===== src/rtl/bram_reader.sv =====
// bram_reader: streams a run of words out of the block RAM read port.
// Issues one read per cycle while credits allow, tags each issue through
// the RAM's two-cycle latency and catches the returning data in a 4-entry
// skid FIFO whose head drives the valid/ready output stream.
module bram_reader #(
  parameter int DATA_WIDTH = 32,
  parameter int ADDR_WIDTH = 10,
  parameter int FIFO_DEPTH = 4
) (
  input  logic                  clk,
  input  logic                  rst,
  input  logic                  start,
  input  logic [ADDR_WIDTH-1:0] start_address,
  input  logic [ADDR_WIDTH:0]   count,
  output logic                  busy,
  output logic                  done,
  output logic [DATA_WIDTH-1:0] out_data,
  output logic                  out_valid,
  input  logic                  out_ready,
  output logic                  bram_en,
  output logic [ADDR_WIDTH-1:0] bram_read_address,
  input  logic [DATA_WIDTH-1:0] bram_data_in
);

  typedef enum logic [1:0] {
    ST_IDLE  = 2'd0,
    ST_READ  = 2'd1,
    ST_DRAIN = 2'd2,
    ST_DONE  = 2'd3
  } state_t;

  localparam logic [2:0]            CREDITS   = 3'(FIFO_DEPTH);
  localparam logic [ADDR_WIDTH-1:0] ADDR_ONE  = {{(ADDR_WIDTH-1){1'b0}}, 1'b1};
  localparam logic [ADDR_WIDTH:0]   CNT_ONE   = {{ADDR_WIDTH{1'b0}}, 1'b1};
  localparam logic [ADDR_WIDTH:0]   CNT_ZERO  = {(ADDR_WIDTH+1){1'b0}};
  localparam logic [DATA_WIDTH-1:0] DATA_ZERO = {DATA_WIDTH{1'b0}};

  state_t                state_q, state_d;
  logic [ADDR_WIDTH-1:0] addr_q, addr_d;
  logic [ADDR_WIDTH:0]   remaining_q, remaining_d;
  logic                  tag1_q, tag1_d;
  logic                  tag2_q, tag2_d;
  logic [DATA_WIDTH-1:0] fifo_mem_q [0:3];
  logic [DATA_WIDTH-1:0] fifo_mem_d [0:3];
  logic [1:0]            wr_ptr_q, wr_ptr_d;
  logic [1:0]            rd_ptr_q, rd_ptr_d;
  logic [2:0]            fifo_count_q, fifo_count_d;

  logic                  issue_s;
  logic                  push_s;
  logic                  pop_s;
  logic [2:0]            inflight_s;
  logic                  credit_ok_s;
  logic                  drain_done_s;
  logic                  fifo_nonempty_s;

  // Credit accounting, stream handshake and drain-complete detection.
  always_comb begin
    inflight_s      = {2'b00, tag1_q} + {2'b00, tag2_q};
    credit_ok_s     = ((inflight_s + fifo_count_q) < CREDITS);
    fifo_nonempty_s = (fifo_count_q != 3'd0);
    pop_s           = fifo_nonempty_s && out_ready;
    push_s          = tag2_q;
    // With nothing in flight no push can arrive, so the FIFO is finished
    // once it is empty or its last word leaves this cycle.
    drain_done_s    = (inflight_s == 3'd0) &&
                      ((fifo_count_q == 3'd0) || ((fifo_count_q == 3'd1) && pop_s));
  end

  // Transfer FSM: next state, read issue and address/remaining counters.
  always_comb begin
    state_d     = state_q;
    addr_d      = addr_q;
    remaining_d = remaining_q;
    issue_s     = 1'b0;
    case (state_q)
      ST_IDLE: begin
        if (start) begin
          if (count != CNT_ZERO) begin
            state_d     = ST_READ;
            addr_d      = start_address;
            remaining_d = count;
          end else begin
            state_d = ST_DONE;
          end
        end else begin
          state_d = ST_IDLE;
        end
      end
      ST_READ: begin
        if (credit_ok_s) begin
          issue_s     = 1'b1;
          addr_d      = addr_q + ADDR_ONE;
          remaining_d = remaining_q - CNT_ONE;
          if (remaining_q == CNT_ONE) begin
            state_d = ST_DRAIN;
          end else begin
            state_d = ST_READ;
          end
        end else begin
          state_d = ST_READ;
        end
      end
      ST_DRAIN: begin
        if (drain_done_s) begin
          state_d = ST_DONE;
        end else begin
          state_d = ST_DRAIN;
        end
      end
      ST_DONE: begin
        state_d = ST_IDLE;
      end
      default: begin
        state_d = ST_IDLE;
      end
    endcase
  end

  // Latency tags and skid FIFO update.
  always_comb begin
    tag1_d       = issue_s;
    tag2_d       = tag1_q;
    fifo_mem_d   = fifo_mem_q;
    if (push_s) begin
      fifo_mem_d[wr_ptr_q] = bram_data_in;
      wr_ptr_d             = wr_ptr_q + 2'd1;
    end else begin
      wr_ptr_d = wr_ptr_q;
    end
    if (pop_s) begin
      rd_ptr_d = rd_ptr_q + 2'd1;
    end else begin
      rd_ptr_d = rd_ptr_q;
    end
    case ({push_s, pop_s})
      2'b10:   fifo_count_d = fifo_count_q + 3'd1;
      2'b01:   fifo_count_d = fifo_count_q - 3'd1;
      default: fifo_count_d = fifo_count_q;
    endcase
  end

  // State register with synchronous reset; reset discards in-flight data.
  always_ff @(posedge clk) begin
    if (rst) begin
      state_q      <= ST_IDLE;
      addr_q       <= {ADDR_WIDTH{1'b0}};
      remaining_q  <= CNT_ZERO;
      tag1_q       <= 1'b0;
      tag2_q       <= 1'b0;
      wr_ptr_q     <= 2'd0;
      rd_ptr_q     <= 2'd0;
      fifo_count_q <= 3'd0;
      for (int i = 0; i < 4; i++) begin
        fifo_mem_q[i] <= DATA_ZERO;
      end
    end else begin
      state_q      <= state_d;
      addr_q       <= addr_d;
      remaining_q  <= remaining_d;
      tag1_q       <= tag1_d;
      tag2_q       <= tag2_d;
      wr_ptr_q     <= wr_ptr_d;
      rd_ptr_q     <= rd_ptr_d;
      fifo_count_q <= fifo_count_d;
      for (int i = 0; i < 4; i++) begin
        fifo_mem_q[i] <= fifo_mem_d[i];
      end
    end
  end

  // Output decode from registered state only.
  always_comb begin
    busy              = (state_q == ST_READ) || (state_q == ST_DRAIN);
    bram_en           = busy;
    done              = (state_q == ST_DONE);
    bram_read_address = addr_q;
    out_valid         = fifo_nonempty_s;
    if (fifo_nonempty_s) begin
      out_data = fifo_mem_q[rd_ptr_q];
    end else begin
      out_data = DATA_ZERO;
    end
  end

endmodule


===== config.mk =====
export PLATFORM = sky130hd
export DESIGN_NAME = bram_reader
export DESIGN_NICKNAME = d
export VERILOG_FILES = /design/src/rtl/bram_reader.sv
export SDC_FILE = /design/constraint.sdc
export NUM_CORES = 1
export LEC_CHECK = 0
export CAP_MARGIN = 20
export CORE_ASPECT_RATIO = 0.75
export CORE_MARGIN = 10
export CORE_UTILIZATION = 55
export DETAILED_ROUTE_END_ITERATION = 12
export PLACE_DENSITY_LB_ADDON = 0.2
export SYNTH_ARGS = -nofsm -noshare
export SYNTH_HDL_FRONTEND = slang
export SYNTH_SLANG_ARGS = --single-unit

===== constraint.sdc =====
create_clock -name clk -period 5.3 [get_ports clk]
set_input_delay 0.53 -clock clk [delete_from_list [all_inputs] [get_ports clk]]
set_output_delay 0.53 -clock clk [all_outputs]
set_load 0.01 [all_outputs]

After elaboration in Yosys (flattened, before gate mapping) --
Cells that the tools add are included.
Word-level totals: logic and storage cells 75, flip-flop bits (word level) 160
Operators by class: equal/unequal tests 10, add/subtract/negate cells 8, order comparisons 4, reduce and logical (&&, ||, !) cells 15, multiplexer cells 23, bitwise operators 3
Operator list (number):
- bitwise mux 128 bit | 1
- two-way mux 32 bit | 4
- binary-select mux 32 bit (select 2 bit) | 1
- demux 32 bit (select 2 bit) | 1
- two-way mux 11 bit | 3
- two-way mux 10 bit | 3
- case mux 11 bit (2 select lines) | 1
- case mux 10 bit (2 select lines) | 1
- == test 11 x 1 -> 1 bit, second input constant | 1
- nonzero test 11 bit | 1
- subtractor 11 x 1 -> 11 bit, second input constant | 1
- adder 10 x 1 -> 10 bit, second input constant | 1
- two-way mux 2 bit | 4
- case mux 2 bit (4 select lines) | 1
- == test 2 bit, second input constant | 3
- >= comparator 3 bit, second input constant | 2
- zero test 3 bit | 2
- inequality test 2 bit, second input constant | 3
- NOT 2 -> 3 bit | 2
- case mux 3 bit (2 select lines) | 1
- adder 2 x 1 -> 2 bit, second input constant | 2
- == test 2 x 1 -> 1 bit, second input constant | 2
- logical AND 1 bit | 4
- AND reduction 4 bit | 1
- other kinds (14) | 17

Longest topological paths before layout --
depth in word-level cells 7, gate-level depth with buffers 9

Worst setup path after synthesis --
No wires, ideal clock.
kind register -> register, start point register tag2_q (netlist: push_s), end point register remaining_q[1], slack 3285 ps, stages on the path, launching flop included 10, buffers on the path 2, arrival time 1881 ps, cell sequence dfxtp_1 -> buf_2 -> inv_1 -> ha_1 -> a31oi_4 -> xnor2_2 -> a221o_1 -> buf_6 -> a211oi_1 -> a211oi_1
On the way: longest elaborated chain between the ends 5
Ends and longest elaborated chain:
- start, declared | line 42 | logic tag2_q, tag2_d;
- start signal, assigned | line 162 | tag2_q <= tag2_d;
- adder 1 x 1 -> 2 bit | line 59 | inflight_s = {2'b00, tag1_q} + {2'b00, tag2_q};
- adder 2 x 3 -> 3 bit | line 60 | credit_ok_s = ((inflight_s + fifo_count_q) < CREDITS);
- < comparator 3 bit | line 60
- inequality test 2 bit (no source line)
- AND reduction 4 bit (no source line)
- end signal, assigned | line 160 | remaining_q <= remaining_d;
- end, declared | line 40 | logic [ADDR_WIDTH:0] remaining_q, remaining_d;
Every way passes these cells. A chain may end at the register's enable or synchronous reset.

Worst setup path in the final report --
start point register rd_ptr_q[0], end point output port out_data[13]
On the way: longest elaborated chain between the ends 5
Ends and longest elaborated chain:
- start, declared | line 46 | logic [1:0] rd_ptr_q, rd_ptr_d;
- start signal, assigned | line 164 | rd_ptr_q <= rd_ptr_d;
- NOT 2 -> 3 bit (not written as such) | line 180 | out_data = fifo_mem_q[rd_ptr_q];
- binary-select mux 32 bit (select 2 bit) | line 180
- two-way mux 32 bit (not written as such) (2 in series) | line 180
- two-way mux 32 bit | line 179 | if (fifo_nonempty_s) begin
- end, declared | line 17 | output logic [DATA_WIDTH-1:0] out_data,
Every way passes these cells. The select of a mux whose other input is x is not followed.

==> flow_metrics.tcl <==
set metrics [dict create \
    setup_viol_count_final 0 \
    postSynthRegisterBits 160 \
    rsz0062_at_grt "false" \
    netlist_instances 889 \
    hold_ws_ns 0.453 \
    maxCapViolCount 0 \
    synth_nets 966 \
    fp.dieArea_um2 18500 \
    ant_nets 0 \
    tritoncts "done" \
    finClkSkew_ns 0.0114 \
    p_leak_nw 3.07 \
    ctsHtreeMaxLevel 4 \
    first_global_vias 6450 \
    finalWirelength_um 19500 \
    grt_overflow 0 \
    clockBufferDepth 2 \
    slew_viol_final 0 \
    synth_area_um2 7400 \
    drive_above_1_share 0.0931 \
    grtUsageMet3 0.0602 \
    peakVddDrop_mv 0.318 \
    drc 0 \
    ios 103 \
    post_cts_buffers 0 \
    yosys_warnings 0 \
    root_buffer "clkbuf_16" \
    drt-pass1-iter-count 5 \
    synth_cell_types 47 \
    worstSetupStartpointType "flop" \
    cp_cell_sequence "buf_4, mux4_2, and2_1, clkdlybuf4s50_1" \
    crit_slowest_cell "dfxtp_2" \
    gp_congestion 0.859 \
    syn_to_final_growth_pct 22.3 \
    hold_depth 2 \
    achievable-frequency_mhz 295 \
    power_density_nw_per_um2 381 \
    initial_core_util 0.567 \
    die_w_um 154 \
    clk_latency_ns 0.42 \
    cp.required_ns 4.77 \
    cp.arrival_ns 2.86 \
    clkSinkCount 160 \
    fin_setup_tns_ns 0 \
    grt_max_degree 72 \
    async_reset_ff_frac 0 \
    worst_slew_margin_rel 0.486 \
    synthTopCellsByArea "dfxtp_1 43%, nand2_1 14%, a21oi_1 10%" \
    core.rowCount 36 \
    cts.clk_slew.worst_paths_ns 0.06 \
    finalHoldViolCount 0 \
    synthSimpleGateAreaFrac 0.215 \
    drtIter0Drc 617 \
    slowest_delay_ns 0.80 \
    grt_pass1_wl_um 32500 \
    synth_top_cell_by_area "dfxtp_1" \
    status "finished, final reports clean" \
    synth_commonest_cells "277 x nand2_1, 160 x dfxtp_1, 154 x a21oi_1, 57 x clkbuf_1, 37 x and2_1" \
    io_buffer_count 102 \
    use_met2 0.334 \
    period_share 0.639 \
    critPathKind "reg -> out" \
    fin_crit_ns 3.39 \
    cp_max_fo 20 \
    antenna_found_initial 0 \
    antenna-diode-count 0 \
    synth_compound_area_frac 0.157 \
    hold_buffers 0 \
    grtUsageTotal 0.210 \
    cts_made_buffers 17 \
    critical_path.endpoint_type "primary output" \
    postCtsResizedCells 0 \
    grt-busiest-layer "met2" \
    synth_fa_ha_area_frac 0.0338 \
    tightest_slew_ns 0.771 \
    synth_top_area_frac 0.433 \
    critPathBufInv 2 \
    fill_cells 1026 \
    routedWlPerCell_um 17.1 \
    hpwl_um 12200 \
    synth_most_common_cell "nand2_1" \
    synth_xor_area_frac 0.00930 \
    synthMuxAreaShare 0.104 \
    yosysSeqAreaShare 0.433 \
    vias 6493 \
    grt_use_met1 0.274 \
    synth_top_family_by_area "simple AND/OR/NAND/NOR gates" \
    vias_per_cell 5.71 \
    layout.nets 1032 \
    synth_edf_count 0 \
    reg2reg_depth 8 \
    synth_flop_cell "dfxtp_1" \
    cp_top_family "buffers and inverters" \
    hp-class "reg -> reg" \
    synth.avg_cell_area_um2 8.32 \
    die_height_um 120 \
    path_depth 4 \
    core_area_um2 13100 \
]
[layout by cell type, fill, tap and decap left out, drive strengths merged, types with 7 or more instances in the layout]
master and n:
o21ai 18, and2 37, a211oi 10, clkbuf 21, inv 17, dfxtp 160, ha 20, nor2 20
nand2 277, clkdlybuf4s50 101, nor3 9, a21oi 154, buf 16, mux4 32, nand3 7
[cell families after synthesis]
group / Yosys count
simple gates: 375
compound gates: 204
flops: 160
buf+inv: 86
mux: 37
fa+ha+maj: 20
xor+xnor: 7
[flip-flops by register name (all words and copies together), names as in the netlist]
signal / cells
fifo_mem_q: 128
remaining_q: 11
bram_read_address: 10
fifo_count_q: 3
rd_ptr_q: 2
state_q: 2
wr_ptr_q: 2
push_s: 1
tag1_q: 1
[per-layer routing]
metal	routed length, µm	up-vias
li1	-	3149
met1	8710	3092
met2	9060	243
met3	1670	9
met4	82	0
met5	0	-
[tightest hold or removal path, delay by kind of cell (launching register included)]
| kind | cells | cell delay (ns) |
|---|---|---|
| and+or+nand+nor | 1 | 0.05 |
| AOI/OAI and AO/OA | 1 | 0.05 |
| DFF | 1 | 0.31 |
[through the flow]
step / power [W] / std cells / setup WS [ns] / area, µm² / utilization
2_1_floorplan: 0.00195 / 889 / 3.29 / 7400 / -
3_3_place_gp: 0.00221 / 1107 / 2.32 / 8460 / 0.647
5_1_grt: 0.00362 / 1138 / 1.70 / 9050 / 0.693
6_report: 0.00345 / 1138 / 1.91 / 9050 / 0.693
4_1_cts: 0.00346 / 1138 / 1.84 / 9050 / 0.693
3_5_place_dp: 0.00222 / 1107 / 2.30 / 8460 / 0.647
[where the power goes]
part	switching, W	leakage [nW]	internal, W
sequential	0.000112	1.29	0.00127
clock	0.000481	0.293	0.000762
combinational	0.000450	1.48	0.000366
total	0.00104	3.07	0.00240
[cell type report]
type / count / area [µm²] / share of cell area
Inverter: 16 / 60.1 / 0.00663
Sequential cell: 160 / 3200 / 0.354
Clock buffer: 21 / 460 / 0.0509
Clock inverter: 10 / 135 / 0.0149
Tap cell: 171 / 214 / 0.0236
Timing Repair Buffer: 117 / 1130 / 0.125
Multi-Input combinational cell: 643 / 3850 / 0.425
[final timing paths]
check | start | endpoint | slack [ns]
worst max register to register | fifo_count_q[0] | fifo_count_q[2] | 2.56
worst min register to register | fifo_mem_q[17] | fifo_mem_q[17] | 0.45
worst min-delay path | fifo_mem_q[17] | fifo_mem_q[17] | 0.45
worst max-delay path | rd_ptr_q[0] | out_data[13] | 1.91
No activity file was read; power rests on OpenSTA's default activity.
